===== config.mk =====
export PLATFORM = sky130hd
export DESIGN_NAME = axis_byte_window_flat
export DESIGN_NICKNAME = d
export VERILOG_FILES = /design/src/rtl/axis_byte_window_if.sv /design/src/rtl/axis_byte_window.sv /design/src/flat_wrapper.sv
export SDC_FILE = /design/constraint.sdc
export NUM_CORES = 1
export LEC_CHECK = 0
export CORE_UTILIZATION = 40
export CTS_CLUSTER_SIZE = 40
export DETAILED_ROUTE_END_ITERATION = 8
export DONT_BUFFER_PORTS = 1
export HOLD_SLACK_MARGIN = 0.06
export SLEW_MARGIN = 20
export SYNTH_ARGS = -nofsm -noshare
export SYNTH_HDL_FRONTEND = slang
export SYNTH_SLANG_ARGS = --single-unit

===== constraint.sdc =====
create_clock -name aclk -period 4.5 [get_ports aclk]
set_clock_uncertainty 0.05 [all_clocks]
set_input_delay 1.125 -clock aclk [delete_from_list [all_inputs] [get_ports aclk]]
set_output_delay 1.125 -clock aclk [all_outputs]
set_load 0.1 [all_outputs]

===== src/rtl/axis_byte_window_if.sv =====
// Bundle of the command, input-stream and output-stream signals of axis_byte_window.
// slave = the window block's view, master = the view of whatever drives and consumes it.
interface axis_byte_window_if #(
  parameter int LEN_W = 16
);
  logic             cmd_valid;
  logic             cmd_ready;
  logic [1:0]       cmd_offset;
  logic [LEN_W-1:0] cmd_len;
  logic [1:0]       cmd_dst;

  logic [31:0]      s_tdata;
  logic             s_tlast;
  logic             s_tvalid;
  logic             s_tready;

  logic [31:0]      m_tdata;
  logic [3:0]       m_tkeep;
  logic             m_tlast;
  logic [1:0]       m_tuser;
  logic             m_tvalid;
  logic             m_tready;

  logic             err_tlast;

  modport slave (
    input  cmd_valid, cmd_offset, cmd_len, cmd_dst,
    output cmd_ready,
    input  s_tdata, s_tlast, s_tvalid,
    output s_tready,
    output m_tdata, m_tkeep, m_tlast, m_tuser, m_tvalid,
    input  m_tready,
    output err_tlast
  );

  modport master (
    output cmd_valid, cmd_offset, cmd_len, cmd_dst,
    input  cmd_ready,
    output s_tdata, s_tlast, s_tvalid,
    input  s_tready,
    input  m_tdata, m_tkeep, m_tlast, m_tuser, m_tvalid,
    output m_tready,
    input  err_tlast
  );
endinterface


===== src/rtl/axis_byte_window.sv =====
// Cuts a byte window out of a word-aligned 32-bit stream: tkeep marks window bytes, tuser carries cmd_dst.
// Define AXIS_BYTE_WINDOW_TLAST_CHECK_EN to check s_tlast against the window end (DRAIN state, err_tlast).
module axis_byte_window #(
  parameter int    LEN_W      = 16,
  parameter string BIG_ENDIAN = "TRUE"
) (
  input  logic              aclk,
  input  logic              aresetn,
  axis_byte_window_if.slave bus
);

  localparam bit BE = (BIG_ENDIAN == "TRUE");

`ifdef AXIS_BYTE_WINDOW_TLAST_CHECK_EN
  typedef enum logic [1:0] {IDLE = 2'd0, ACTIVE = 2'd1, DRAIN = 2'd2} state_t;
`else
  typedef enum logic [1:0] {IDLE = 2'd0, ACTIVE = 2'd1} state_t;
`endif

  state_t           state_reg;
  state_t           state_next;

  logic [1:0]       off_reg;
  logic [LEN_W-1:0] rem_reg;
  logic [1:0]       dst_reg;

  logic [31:0]      m_tdata_reg;
  logic [3:0]       m_tkeep_reg;
  logic             m_tlast_reg;
  logic [1:0]       m_tuser_reg;
  logic             m_tvalid_reg;
  logic             err_tlast_reg;

  logic             cmd_rdy;
  logic             s_rdy;
  logic             cmd_fire;
  logic             s_fire;
  logic             load;

  logic [2:0]       avail;
  logic [2:0]       rem_small;
  logic [2:0]       cnt;
  logic [2:0]       win_end;
  logic [LEN_W-1:0] rem_after;
  logic             final_beat;
  logic             beat_last;
  logic [3:0]       byte_en;
  logic [3:0]       lane_keep;

  assign cmd_fire = bus.cmd_valid && cmd_rdy;
  assign s_fire   = bus.s_tvalid && s_rdy;
  assign load     = s_fire && (state_reg == ACTIVE);

  // Bytes taken from the current word; rem is clamped to 4 first so the min() stays 3 bits wide.
  assign avail      = 3'd4 - {1'b0, off_reg};
  assign rem_small  = (rem_reg < LEN_W'(4)) ? rem_reg[2:0] : 3'd4;
  assign cnt        = (rem_small < avail) ? rem_small : avail;
  assign win_end    = {1'b0, off_reg} + cnt;
  assign rem_after  = rem_reg - LEN_W'(cnt);
  assign final_beat = (rem_after == '0);

  genvar gi;
  generate
    for (gi = 0; gi < 4; gi++) begin : g_lane
      assign byte_en[gi] = ({1'b0, off_reg} <= 3'(gi)) && (3'(gi) < win_end);
      if (BE) begin : g_be
        assign lane_keep[3-gi] = byte_en[gi];
      end else begin : g_le
        assign lane_keep[gi] = byte_en[gi];
      end
    end
  endgenerate

`ifdef AXIS_BYTE_WINDOW_TLAST_CHECK_EN
  logic tlast_mismatch;
  assign tlast_mismatch = bus.s_tlast != final_beat;
  // An early input tlast also terminates the window on the output side.
  assign beat_last      = final_beat || bus.s_tlast;
`else
  logic unused_s_tlast;
  assign unused_s_tlast = bus.s_tlast;
  assign beat_last      = final_beat;
`endif

  always_ff @(posedge aclk or negedge aresetn) begin
    if (!aresetn) begin
      state_reg <= IDLE;
    end else begin
      state_reg <= state_next;
    end
  end

  always_comb begin
    state_next = state_reg;
    case (state_reg)
      IDLE: begin
        if (cmd_fire && (bus.cmd_len != '0)) begin
          state_next = ACTIVE;
        end
      end
      ACTIVE: begin
        if (s_fire) begin
`ifdef AXIS_BYTE_WINDOW_TLAST_CHECK_EN
          if (final_beat) begin
            state_next = bus.s_tlast ? IDLE : DRAIN;
          end else if (bus.s_tlast) begin
            state_next = IDLE;
          end
`else
          if (final_beat) begin
            state_next = IDLE;
          end
`endif
        end
      end
`ifdef AXIS_BYTE_WINDOW_TLAST_CHECK_EN
      DRAIN: begin
        if (bus.s_tvalid && bus.s_tlast) begin
          state_next = IDLE;
        end
      end
`endif
      default: state_next = IDLE;
    endcase
  end

  always_comb begin
    cmd_rdy = 1'b0;
    s_rdy   = 1'b0;
    case (state_reg)
      IDLE:   cmd_rdy = 1'b1;
      ACTIVE: s_rdy   = !m_tvalid_reg || bus.m_tready;
`ifdef AXIS_BYTE_WINDOW_TLAST_CHECK_EN
      DRAIN:  s_rdy   = 1'b1;
`endif
      default: begin
        cmd_rdy = 1'b0;
        s_rdy   = 1'b0;
      end
    endcase
  end

  always_ff @(posedge aclk or negedge aresetn) begin
    if (!aresetn) begin
      off_reg      <= '0;
      rem_reg      <= '0;
      dst_reg      <= '0;
      m_tdata_reg  <= '0;
      m_tkeep_reg  <= '0;
      m_tlast_reg  <= 1'b0;
      m_tuser_reg  <= '0;
      m_tvalid_reg <= 1'b0;
    end else begin
      if (cmd_fire) begin
        off_reg <= bus.cmd_offset;
        rem_reg <= bus.cmd_len;
        dst_reg <= bus.cmd_dst;
      end else if (load) begin
        off_reg <= '0;
        rem_reg <= rem_after;
      end

      if (load) begin
        m_tdata_reg  <= bus.s_tdata;
        m_tkeep_reg  <= lane_keep;
        m_tlast_reg  <= beat_last;
        m_tuser_reg  <= dst_reg;
        m_tvalid_reg <= 1'b1;
      end else if (bus.m_tready) begin
        m_tvalid_reg <= 1'b0;
      end
    end
  end

`ifdef AXIS_BYTE_WINDOW_TLAST_CHECK_EN
  always_ff @(posedge aclk or negedge aresetn) begin
    if (!aresetn) begin
      err_tlast_reg <= 1'b0;
    end else if (cmd_fire) begin
      err_tlast_reg <= 1'b0;
    end else if (load && tlast_mismatch) begin
      err_tlast_reg <= 1'b1;
    end
  end
`else
  assign err_tlast_reg = 1'b0;
`endif

  assign bus.cmd_ready = cmd_rdy;
  assign bus.s_tready  = s_rdy;
  assign bus.m_tdata   = m_tdata_reg;
  assign bus.m_tkeep   = m_tkeep_reg;
  assign bus.m_tlast   = m_tlast_reg;
  assign bus.m_tuser   = m_tuser_reg;
  assign bus.m_tvalid  = m_tvalid_reg;
  assign bus.err_tlast = err_tlast_reg;

endmodule


===== src/flat_wrapper.sv =====
// flat-port wrapper written by rule: the top's interface ports become plain ports
module axis_byte_window_flat 
#(
  parameter int    LEN_W      = 16,
  parameter string BIG_ENDIAN = "    "
)
  (aclk, aresetn, bus_cmd_valid, bus_cmd_offset, bus_cmd_len, bus_cmd_dst, bus_cmd_ready, bus_s_tdata, bus_s_tlast, bus_s_tvalid, bus_s_tready, bus_m_tdata, bus_m_tkeep, bus_m_tlast, bus_m_tuser, bus_m_tvalid, bus_m_tready, bus_err_tlast);
  axis_byte_window_if #(.LEN_W(LEN_W)) bus_i ();
  input  logic aclk;
  input  logic aresetn;
  input wire logic [$bits(bus_i.cmd_valid)-1:0] bus_cmd_valid;
  input wire logic [$bits(bus_i.cmd_offset)-1:0] bus_cmd_offset;
  input wire logic [$bits(bus_i.cmd_len)-1:0] bus_cmd_len;
  input wire logic [$bits(bus_i.cmd_dst)-1:0] bus_cmd_dst;
  output wire logic [$bits(bus_i.cmd_ready)-1:0] bus_cmd_ready;
  input wire logic [$bits(bus_i.s_tdata)-1:0] bus_s_tdata;
  input wire logic [$bits(bus_i.s_tlast)-1:0] bus_s_tlast;
  input wire logic [$bits(bus_i.s_tvalid)-1:0] bus_s_tvalid;
  output wire logic [$bits(bus_i.s_tready)-1:0] bus_s_tready;
  output wire logic [$bits(bus_i.m_tdata)-1:0] bus_m_tdata;
  output wire logic [$bits(bus_i.m_tkeep)-1:0] bus_m_tkeep;
  output wire logic [$bits(bus_i.m_tlast)-1:0] bus_m_tlast;
  output wire logic [$bits(bus_i.m_tuser)-1:0] bus_m_tuser;
  output wire logic [$bits(bus_i.m_tvalid)-1:0] bus_m_tvalid;
  input wire logic [$bits(bus_i.m_tready)-1:0] bus_m_tready;
  output wire logic [$bits(bus_i.err_tlast)-1:0] bus_err_tlast;
  assign bus_i.cmd_valid = bus_cmd_valid;
  assign bus_i.cmd_offset = bus_cmd_offset;
  assign bus_i.cmd_len = bus_cmd_len;
  assign bus_i.cmd_dst = bus_cmd_dst;
  assign bus_cmd_ready = bus_i.cmd_ready;
  assign bus_i.s_tdata = bus_s_tdata;
  assign bus_i.s_tlast = bus_s_tlast;
  assign bus_i.s_tvalid = bus_s_tvalid;
  assign bus_s_tready = bus_i.s_tready;
  assign bus_m_tdata = bus_i.m_tdata;
  assign bus_m_tkeep = bus_i.m_tkeep;
  assign bus_m_tlast = bus_i.m_tlast;
  assign bus_m_tuser = bus_i.m_tuser;
  assign bus_m_tvalid = bus_i.m_tvalid;
  assign bus_i.m_tready = bus_m_tready;
  assign bus_err_tlast = bus_i.err_tlast;
  axis_byte_window #(.LEN_W(LEN_W), .BIG_ENDIAN(BIG_ENDIAN)) u_core (.aclk(aclk), .aresetn(aresetn), .bus(bus_i));
endmodule

==> impl_metrics.env, run 1 <==
export IMPL_drive_gt1_share_pct=8.09
export IMPL_area_growth_pct=9.91
export IMPL_wl_mm=6.90
export IMPL_via_per_inst=5.36
export IMPL_nets=410
export IMPL_min_from="u_core.dst_reg[1]"
export IMPL_antennaDiodeCount=0
export IMPL_rsz0062_at_grt="no"
export IMPL_ios=101
export IMPL_end_kind="register"
export IMPL_critical_path_max_fanout=8
export IMPL_hold_viol_final=0
export IMPL_drt_pass1_iter_count=5
export IMPL_grt_pass1_vias=2178
export IMPL_ys_flop_type="dfrtp_1"
export IMPL_synth_seq_area_share_pct=50.4
export IMPL_cts_root_buf="clkbuf_8"
export IMPL_fin_crit_sh_pct=90.0
export IMPL_r2r_start="u_core.rem_reg[6]"
export IMPL_start_util_pct=41.6
export IMPL_drv_cap=0
export IMPL_period_needed_ns=4.05
export IMPL_gp_congestion=0.789
export IMPL_ir_drop_uv=307
export IMPL_synth_seq_cells=61
export IMPL_synthTopCellsByArea="dfrtp_1 50%, nand2_1 17%, ha_1 3.7%, nor4_1 1.7%, nor2_1 1.6%"
export IMPL_final_core_util_pct=45.7
export IMPL_syn_nets=409
export IMPL_drt_initial_drc_count=117
export IMPL_power_leakage_nw=1.63
export IMPL_synth_distinct_cells=51
export IMPL_finalMaxSlewViolations=0
export IMPL_die_w_um=89.1
export IMPL_outcome="complete, no violations"
export IMPL_synth_edf_count=0
export IMPL_cp_start_kind="register"
export IMPL_required_ns=4.72
export IMPL_antenna_found_initial=0
export IMPL_synthCells=340
export IMPL_syn_avg_cell_area_um2=8.92
export IMPL_setup_viol_count_final=0
export IMPL_holdPathEnd="u_core.bus.m_tuser[1]"
export IMPL_cts_hold_buffers_added=0
export IMPL_fin_tns_setup_ns=0
export IMPL_grt_usage_pct=17.4
export IMPL_synth_async_reset_ratio_pct=100
export IMPL_clk_insertion_delay_late_ns=0.34
export IMPL_synth_warnings=0
export IMPL_fp_dieH_um=89.1
export IMPL_dr_total_vias=2387
export IMPL_regToRegSetupSlack_ns=0.45
export IMPL_clk_transition_reported_paths_ns=0.06
export IMPL_min_delay_path_depth=2
export IMPL_worstHoldPathType="register to register"
export IMPL_drcViolationCount=0
export IMPL_critical_path_class="register to register"
export IMPL_grt_max_degree=62
export IMPL_p_per_area_nw_per_um2=677
export IMPL_cp_arrival_ns=4.27
export IMPL_row_count=31
export IMPL_cts_tree="done"
export IMPL_timing_rr_end="u_core.bus.m_tlast"
export IMPL_worst_pin_slew_ns=0.920
export IMPL_synth_commonest_cells="135 x nand2_1, 61 x dfrtp_1, 13 x nor2_1"
export IMPL_yosysMostFrequentCell="nand2_1"
export IMPL_cts_sinks=61
export IMPL_synth_top_area_share_pct=50.4
export IMPL_max_freq_ghz=0.247
export IMPL_ant_nets=0
export IMPL_post_drt_wl_per_cell_um=15.5
export IMPL_synth_area_um2=3030
export IMPL_port_buffers=0
export IMPL_hpwl_mm=4.82
export IMPL_largest_reg_flops=32
export IMPL_overflow=0
export IMPL_cp_startpoint="u_core.rem_reg[6]"
export IMPL_coreArea_um2=7290
export IMPL_slew_headroom_pct=38.7
export IMPL_cts_inserted_buffers=9
export IMPL_yosysTopAreaCell="dfrtp_1"
export IMPL_die_area_um2=7930
export IMPL_r2r_cells=13
export IMPL_cts_resized=0
export IMPL_post_cts_buffers=0
export IMPL_clock_path_buffers=2
export IMPL_grt_pass1_wl_mm=10.2
export IMPL_htreeDepth=3
## worst max path at each step
stage                         end  slack, ns  cells past startpoint
2_1_floorplan  u_core.bus.m_tlast       0.86                     13
3_3_place_gp   u_core.bus.m_tlast       0.55                     13
3_5_place_dp   u_core.bus.m_tlast       0.51                     13
4_1_cts        u_core.bus.m_tlast       0.49                     13
5_1_grt        u_core.bus.m_tlast       0.27                     13
6_report       u_core.bus.m_tlast       0.45                     13
## worst max-delay path, cell delays in order, from the launching register on
cell      delay, ns
dfrtp_1        0.45
nor4_1         0.52
nand4_1        0.26
ha_1           0.39
nor4b_1        0.15
o31a_1         0.24
a21o_1         0.18
ha_1           0.20
fa_1           0.40
and2b_2        0.32
nor4_1         0.09
nor4_1         0.30
o2111a_1       0.26
a32o_2         0.17
## layout by cell type, fill, tap and decap left out, types with 3 or more instances in the layout
cell type  count
nor3_1         9
o211ai_1       3
clkbuf_8      10
a221o_1        4
a21oi_1        8
o31ai_1        3
dfrtp_1       61
nor2_1        13
inv_1          8
a22oi_1        3
o311ai_0       4
buf_4          5
a21o_1         3
o21ai_0        9
ha_1           9
nor4_1         8
xor2_1         3
nand4_1        4
nand2_1      135
## logic make-up after synthesis
family / Yosys count / share of synthesized area (%)
xor+xnor: 5 / 1.44
flops: 61 / 50.4
simple gates: 190 / 28.1
buf+inv: 23 / 3.22
fa+ha+maj: 11 / 5.04
other cells: 1 / 0.124
compound gates: 49 / 11.7
## final cells by class
class	count	area [um2]
clock buffer	11	141
clock inverter	5	60.1
fill	737	3960
inverter	8	30.0
multi-input combinational	256	1410
sequential	61	1530
tap	99	124
timing repair buffer	5	37.5
## metrics by stage
step                      hold slack (ns)  area (um2)  std cells  setup slack (ns)  power, mW
after global routing                0.390        3330        445             0.268       2.38
final                               0.412        3330        445             0.448       2.26
after global placement              0.403        3130        429             0.549       1.76
after CTS                           0.405        3330        445             0.488       2.28
after detailed placement            0.403        3130        429             0.515       1.78
after floorplan                     0.389        3030        340             0.864       1.67
## per-layer routing
metal	GRT usage [%]	part of all wire, %
met5	0	0
met4	5.48	0.93
met3	7.85	9.3
met2	27.2	45
met1	21.6	44
## where the power goes
group	total (mW)	internal [mW]	switching, mW
Combinational	0.505	0.202	0.304
Clock	0.490	0.272	0.218
Sequential	1.26	0.668	0.592
No activity file was read; power rests on OpenSTA's default activity.
==> run 2: changes to the inputs <==
ABC_CLOCK_PERIOD_IN_PS = 4500   (was default)
CORE_UTILIZATION = 63   (was 40)
PLACE_DENSITY = 0.79   (was default)
RECOVER_POWER = 50   (was default)
==> run 2 against run 1 <==
  * Non-clock buffer count shrank 1
  * Routed wire length is 3.5% lower
  * The run now ends with DRC, capacitance limit, slew limit left
  * Sequential cell count is the same
  * Maximum frequency grew 1.0%
  * First-iteration DRC count grew 71%
  * Sequential power barely moved
  * Worst setup slack better by 0.041 ns
  * Combinational power hardly changed
  * Final area fell by 2.1%
  * Final cell count decreased by 11%
==> impl_metrics.env, run 2 (synthesis gave the netlist of run 1 again) <==
export IMPL_outcome="finished with violations"
export IMPL_violations="DRC, capacitance limit, slew limit"
export IMPL_critical_path_max_fanout=6
export IMPL_r2r_start="u_core.rem_reg[9]"
export IMPL_fillers=349
export IMPL_mostFrequentLayoutCell="nand2_1"
export IMPL_r2r_cells=13
export IMPL_post_drt_wl_per_cell_um=16.8
export IMPL_p_per_area_nw_per_um2=695
export IMPL_max_freq_ghz=0.249
export IMPL_ant_nets=0
export IMPL_overflow=0
export IMPL_hpwl_mm=4.54
export IMPL_instances_no_fill=396
export IMPL_final_cell_mix="135 x nand2_1, 61 x dfrtp_1, 13 x nor2_1, 11 x clkbuf_8"
export IMPL_fin_tns_setup_ns=0
export IMPL_postPlaceCellArea_um2=3060
export IMPL_worst_pin_slew_ns=1.67
export IMPL_cts_inserted_buffers=9
export IMPL_drive_gt1_share_pct=7.56
export IMPL_antenna_found_initial=0
export IMPL_period_needed_ns=4.01
export IMPL_post_cts_buffers=0
export IMPL_port_buffers=0
export IMPL_drt_initial_drc_count=200
export IMPL_largest_reg_flops=32
export IMPL_clock_path_buffers=2
export IMPL_cp_arrival_ns=4.24
export IMPL_grt_usage_pct=27.4
export IMPL_grt_pass1_vias=2281
export IMPL_grt_max_degree=62
export IMPL_gp_congestion=0.961
export IMPL_met3_length_um=542
export IMPL_antennaDiodeCount=0
export IMPL_wl_mm=6.66
export IMPL_critical_path_class="register to register"
export IMPL_multiInputGateArea_um2=1420
export IMPL_numPlacedInstances=381
export IMPL_fp_dieH_um=71.4
export IMPL_drcViolationCount=7
export IMPL_start_util_pct=67.8
export IMPL_finalMaxSlewViolations=81
export IMPL_htreeDepth=3
export IMPL_cts_root_buf="clkbuf_8"
export IMPL_required_ns=4.73
export IMPL_slew_headroom_pct=-11.2
export IMPL_row_count=24
export IMPL_worstHoldPathType="primary input to async pin"
export IMPL_die_w_um=71.4
export IMPL_die_area_um2=5090
export IMPL_grt_pass1_wl_mm=10.4
export IMPL_register_area_um2=1530
export IMPL_cp_start_kind="register"
export IMPL_dr_total_vias=2452
export IMPL_timing_rr_end="u_core.bus.m_tlast"
export IMPL_cts_tree="done"
export IMPL_setup_viol_count_final=0
export IMPL_rsz0062_at_grt="no"
export IMPL_top_layer_used="met4"
export IMPL_regToRegSetupSlack_ns=0.49
export IMPL_drv_cap=2
export IMPL_via_per_inst=6.19
export IMPL_end_kind="register"
export IMPL_cts_sinks=61
export IMPL_clk_insertion_delay_late_ns=0.34
export IMPL_coreArea_um2=4470
export IMPL_drt_met1_wl_mm=2.86
export IMPL_area_growth_pct=7.59
export IMPL_hold_viol_final=0
export IMPL_nets=409
export IMPL_wl_met2_mm=3.12
export IMPL_fin_crit_sh_pct=89.1
export IMPL_drt_pass1_iter_count=8
export IMPL_fin_area_um2=3260
export IMPL_power_leakage_nw=1.63
export IMPL_ir_drop_uv=524
export IMPL_ios=101
export IMPL_clk_transition_reported_paths_ns=0.07
run 2: cell types whose count changed in the layout (fill, tap and decap cells not counted), sizes merged:
| cell | delta |
|---|---|
| buf | -3 |
| clkbuf | +2 |
| clkinv | -1 |
run 2: worst max path at each step:
stage	start	endpoint	cells after the start
after global placement	u_core.rem_reg[6]	u_core.bus.m_tlast	13
after CTS	u_core.rem_reg[6]	u_core.bus.m_tlast	13
final	u_core.rem_reg[9]	u_core.bus.m_tlast	13
after detailed placement	u_core.rem_reg[6]	u_core.bus.m_tlast	13
after floorplan	u_core.rem_reg[6]	u_core.bus.m_tlast	13
after global routing	u_core.rem_reg[6]	u_core.bus.m_tlast	13
run 2: what timing repair did:
item / in CTS / in global routing
resized for setup: 0 / 1
setup endpoints to repair: 0 / 1
hold buffers: 0 / 0
run 2: worst max-delay path, stage by stage, from the launching register on:
cell and delay, ns:
dfrtp_1 0.42, nor4_2 0.39, nand4_1 0.33, ha_1 0.41, nor4b_1 0.15, o31a_1 0.24
a21o_1 0.17, ha_1 0.20, fa_1 0.41, and2b_2 0.33, nor4_1 0.08, nor4_1 0.35
o2111a_1 0.25, a32o_2 0.17
run 2: per-layer routing:
metal | track usage (%) | vias to the layer above
li1 | - | 1167
met1 | 36.0 | 1157
met2 | 41.7 | 116
met3 | 8.02 | 12
met4 | 13.8 | 0
met5 | 0 | -
run 2: cell type report:
cell class | instances | area share (%)
sequential | 61 | 46.8
tap | 52 | 1.99
timing repair buffer | 4 | 0.690
clock buffer | 11 | 4.64
multi-input combinational | 256 | 43.5
inverter | 8 | 0.921
clock inverter | 4 | 1.46
run 2: where the power goes:
group	internal [mW]	switching (mW)
Sequential	0.668	0.597
Clock	0.281	0.214
Combinational	0.203	0.305
run 2: metrics by stage:
| step | hold slack [ns] | total power [mW] | setup slack [ns] | utilization, % |
|---|---|---|---|---|
| floorplan | 0.389 | 1.67 | 0.864 | - |
| global placement | 0.399 | 1.75 | 0.477 | 68.5 |
| detailed placement | 0.417 | 1.77 | 0.356 | 68.5 |
| CTS | 0.408 | 2.27 | 0.330 | 72.9 |
| global route | 0.407 | 2.38 | 0.239 | 72.9 |
| finish | 0.423 | 2.27 | 0.489 | 72.9 |
==> run 3: changes to the inputs <==
ABC_CLOCK_PERIOD_IN_PS = 4150   (was 4500)
SLEW_MARGIN = default   (was 20)
clock period = 4.15 ns   (was 4.5 ns; I/O delays follow)
==> run 3 against run 2 <==
  * The run still ends with DRC, capacitance limit, slew limit left
  * Total power rose by 9.1%
  * Critical endpoint unchanged
  * Hold slack got worse by 0.087 ns
  * Maximum frequency rose by 3.0%
  * Highest routed layer unchanged
  * Global-route usage rose by 1.5 points
  * Sequential cell count did not move
  * Count of clock-buffer cells in the layout did not move
==> impl_metrics.env, run 3 (synthesis gave the netlist of run 1 again) <==
export IMPL_outcome="finished with violations"
export IMPL_violations="DRC, capacitance limit, slew limit"
export IMPL_die_w_um=71.4
export IMPL_clk_insertion_delay_late_ns=0.34
export IMPL_htreeDepth=3
export IMPL_ant_nets=0
export IMPL_post_cts_buffers=0
export IMPL_place_ws_ns=0.300
export IMPL_fp_dieH_um=71.4
export IMPL_wl_mm=6.87
export IMPL_worstHoldPathType="primary input to async pin"
export IMPL_grt_pass1_wl_mm=11.3
export IMPL_rsz0062_at_grt="no"
export IMPL_clock_path_buffers=2
export IMPL_drive_gt1_share_pct=8.33
export IMPL_gp_congestion=0.937
export IMPL_max_freq_ghz=0.257
export IMPL_end_kind="register"
export IMPL_hold_viol_final=0
export IMPL_grt_util_met2_pct=47.2
export IMPL_critical_path_class="register to register"
export IMPL_post_drt_wl_per_cell_um=17.2
export IMPL_drt_initial_drc_count=183
export IMPL_start_util_pct=67.8
export IMPL_via_per_inst=6.26
export IMPL_grt_usage_pct=28.9
export IMPL_final_cell_mix="135 x nand2_1, 61 x dfrtp_1, 13 x nor2_1, 10 x clkbuf_8"
export IMPL_largest_reg_flops=32
export IMPL_ir_drop_uv=453
export IMPL_port_buffers=0
export IMPL_cts_inserted_buffers=9
export IMPL_overflow=0
export IMPL_p_per_area_nw_per_um2=753
export IMPL_drcViolationCount=7
export IMPL_power_leakage_nw=1.63
export IMPL_grt_pass1_vias=2450
export IMPL_drt_pass1_iter_count=7
export IMPL_nets=412
export IMPL_required_ns=4.38
export IMPL_cp_start_kind="register"
export IMPL_clk_transition_reported_paths_ns=0.07
export IMPL_drv_cap=1
export IMPL_setup_viol_count_final=0
export IMPL_fillers=326
export IMPL_cts_tree="done"
export IMPL_ios=101
export IMPL_use_met3_pct=9.70
export IMPL_period_needed_ns=3.89
export IMPL_slew_headroom_pct=-7.99
export IMPL_top_usage_layer="met2"
export IMPL_antenna_found_initial=0
export IMPL_coreArea_um2=4470
export IMPL_hpwl_mm=4.78
export IMPL_cts_sinks=61
export IMPL_die_area_um2=5090
export IMPL_grt_max_degree=62
export IMPL_use_met1_pct=35.9
export IMPL_final_core_util_pct=73.4
export IMPL_area_growth_pct=8.30
export IMPL_mostFrequentLayoutCell="nand2_1"
export IMPL_antennaDiodeCount=0
export IMPL_cts_root_buf="clkbuf_8"
export IMPL_cp_arrival_ns=4.12
export IMPL_finalMaxSlewViolations=39
export IMPL_dr_total_vias=2502
export IMPL_worst_pin_slew_ns=1.62
export IMPL_worst_slack_ns=0.258
export IMPL_row_count=24
export IMPL_multiInputGateArea_um2=1420
export IMPL_fin_crit_sh_pct=93.8
export IMPL_fin_tns_setup_ns=0
export IMPL_register_area_um2=1530
export IMPL_critical_path_max_fanout=8
[run 3: path summary, 6_finish.rpt]
kind	endpoint	start	depth (start not counted)	slack, ns
min in group aclk	u_core.bus.m_tuser[0]	u_core.dst_reg[0]	2	0.42
max	u_core.bus.m_tlast	u_core.rem_reg[6]	14	0.26
max in group asynchronous	u_core.bus.m_tdata[30]	aresetn	0	3.62
min	u_core.rem_reg[9]	aresetn	0	0.34
max reg2reg	u_core.bus.m_tlast	u_core.rem_reg[6]	14	0.26
min reg2reg	u_core.bus.m_tuser[0]	u_core.dst_reg[0]	2	0.42
[run 3: worst max-delay path: stages, from the launching register on]
cell and delay, ns:
dfrtp_1 0.47, nor4_2 0.28, buf_4 0.17, nand4_1 0.13, ha_1 0.37, nor4b_1 0.16
o31a_1 0.24, a21o_1 0.18, ha_1 0.20, fa_1 0.40, and2b_2 0.33, nor4_1 0.09
nor4_1 0.33, o2111a_1 0.24, a32o_2 0.19
[run 3: timing repair]
action,in CTS,in global routing
endpoints found under the setup margin,0,1
gates resized for setup,0,1
hold buffers,0,0
[run 3: layer usage]
layer  up-vias  wire length [um]
li1       1174                 -
met1      1186              2790
met2       124              3380
met3        18               539
met4         0               157
met5         -                 0
[run 3: per-stage QoR]
| stage | area, um2 | std cells | hold slack, ns | power (mW) |
|---|---|---|---|---|
| 2_1_floorplan | 3030 | 340 | 0.389 | 1.81 |
| 4_1_cts | 3290 | 400 | 0.327 | 2.47 |
| 5_1_grt | 3280 | 400 | 0.318 | 2.59 |
| 6_report | 3280 | 400 | 0.337 | 2.47 |
| 3_3_place_gp | 3090 | 384 | 0.401 | 1.91 |
| 3_5_place_dp | 3090 | 384 | 0.402 | 1.94 |
[run 3: final cells by class]
cell class / count / share of cell area [%]
repair buffers: 7 / 1.30
well taps: 52 / 1.98
multi-input cells: 256 / 43.2
clock buffers: 11 / 4.31
clock inverters: 5 / 1.79
inverters: 8 / 0.915
flip-flops and latches: 61 / 46.5
[run 3: power breakdown]
part / switching (mW) / internal (mW) / total, mW
combinational: 0.352 / 0.229 / 0.580
clock: 0.236 / 0.295 / 0.531
sequential: 0.636 / 0.725 / 1.36
total: 1.22 / 1.25 / 2.47
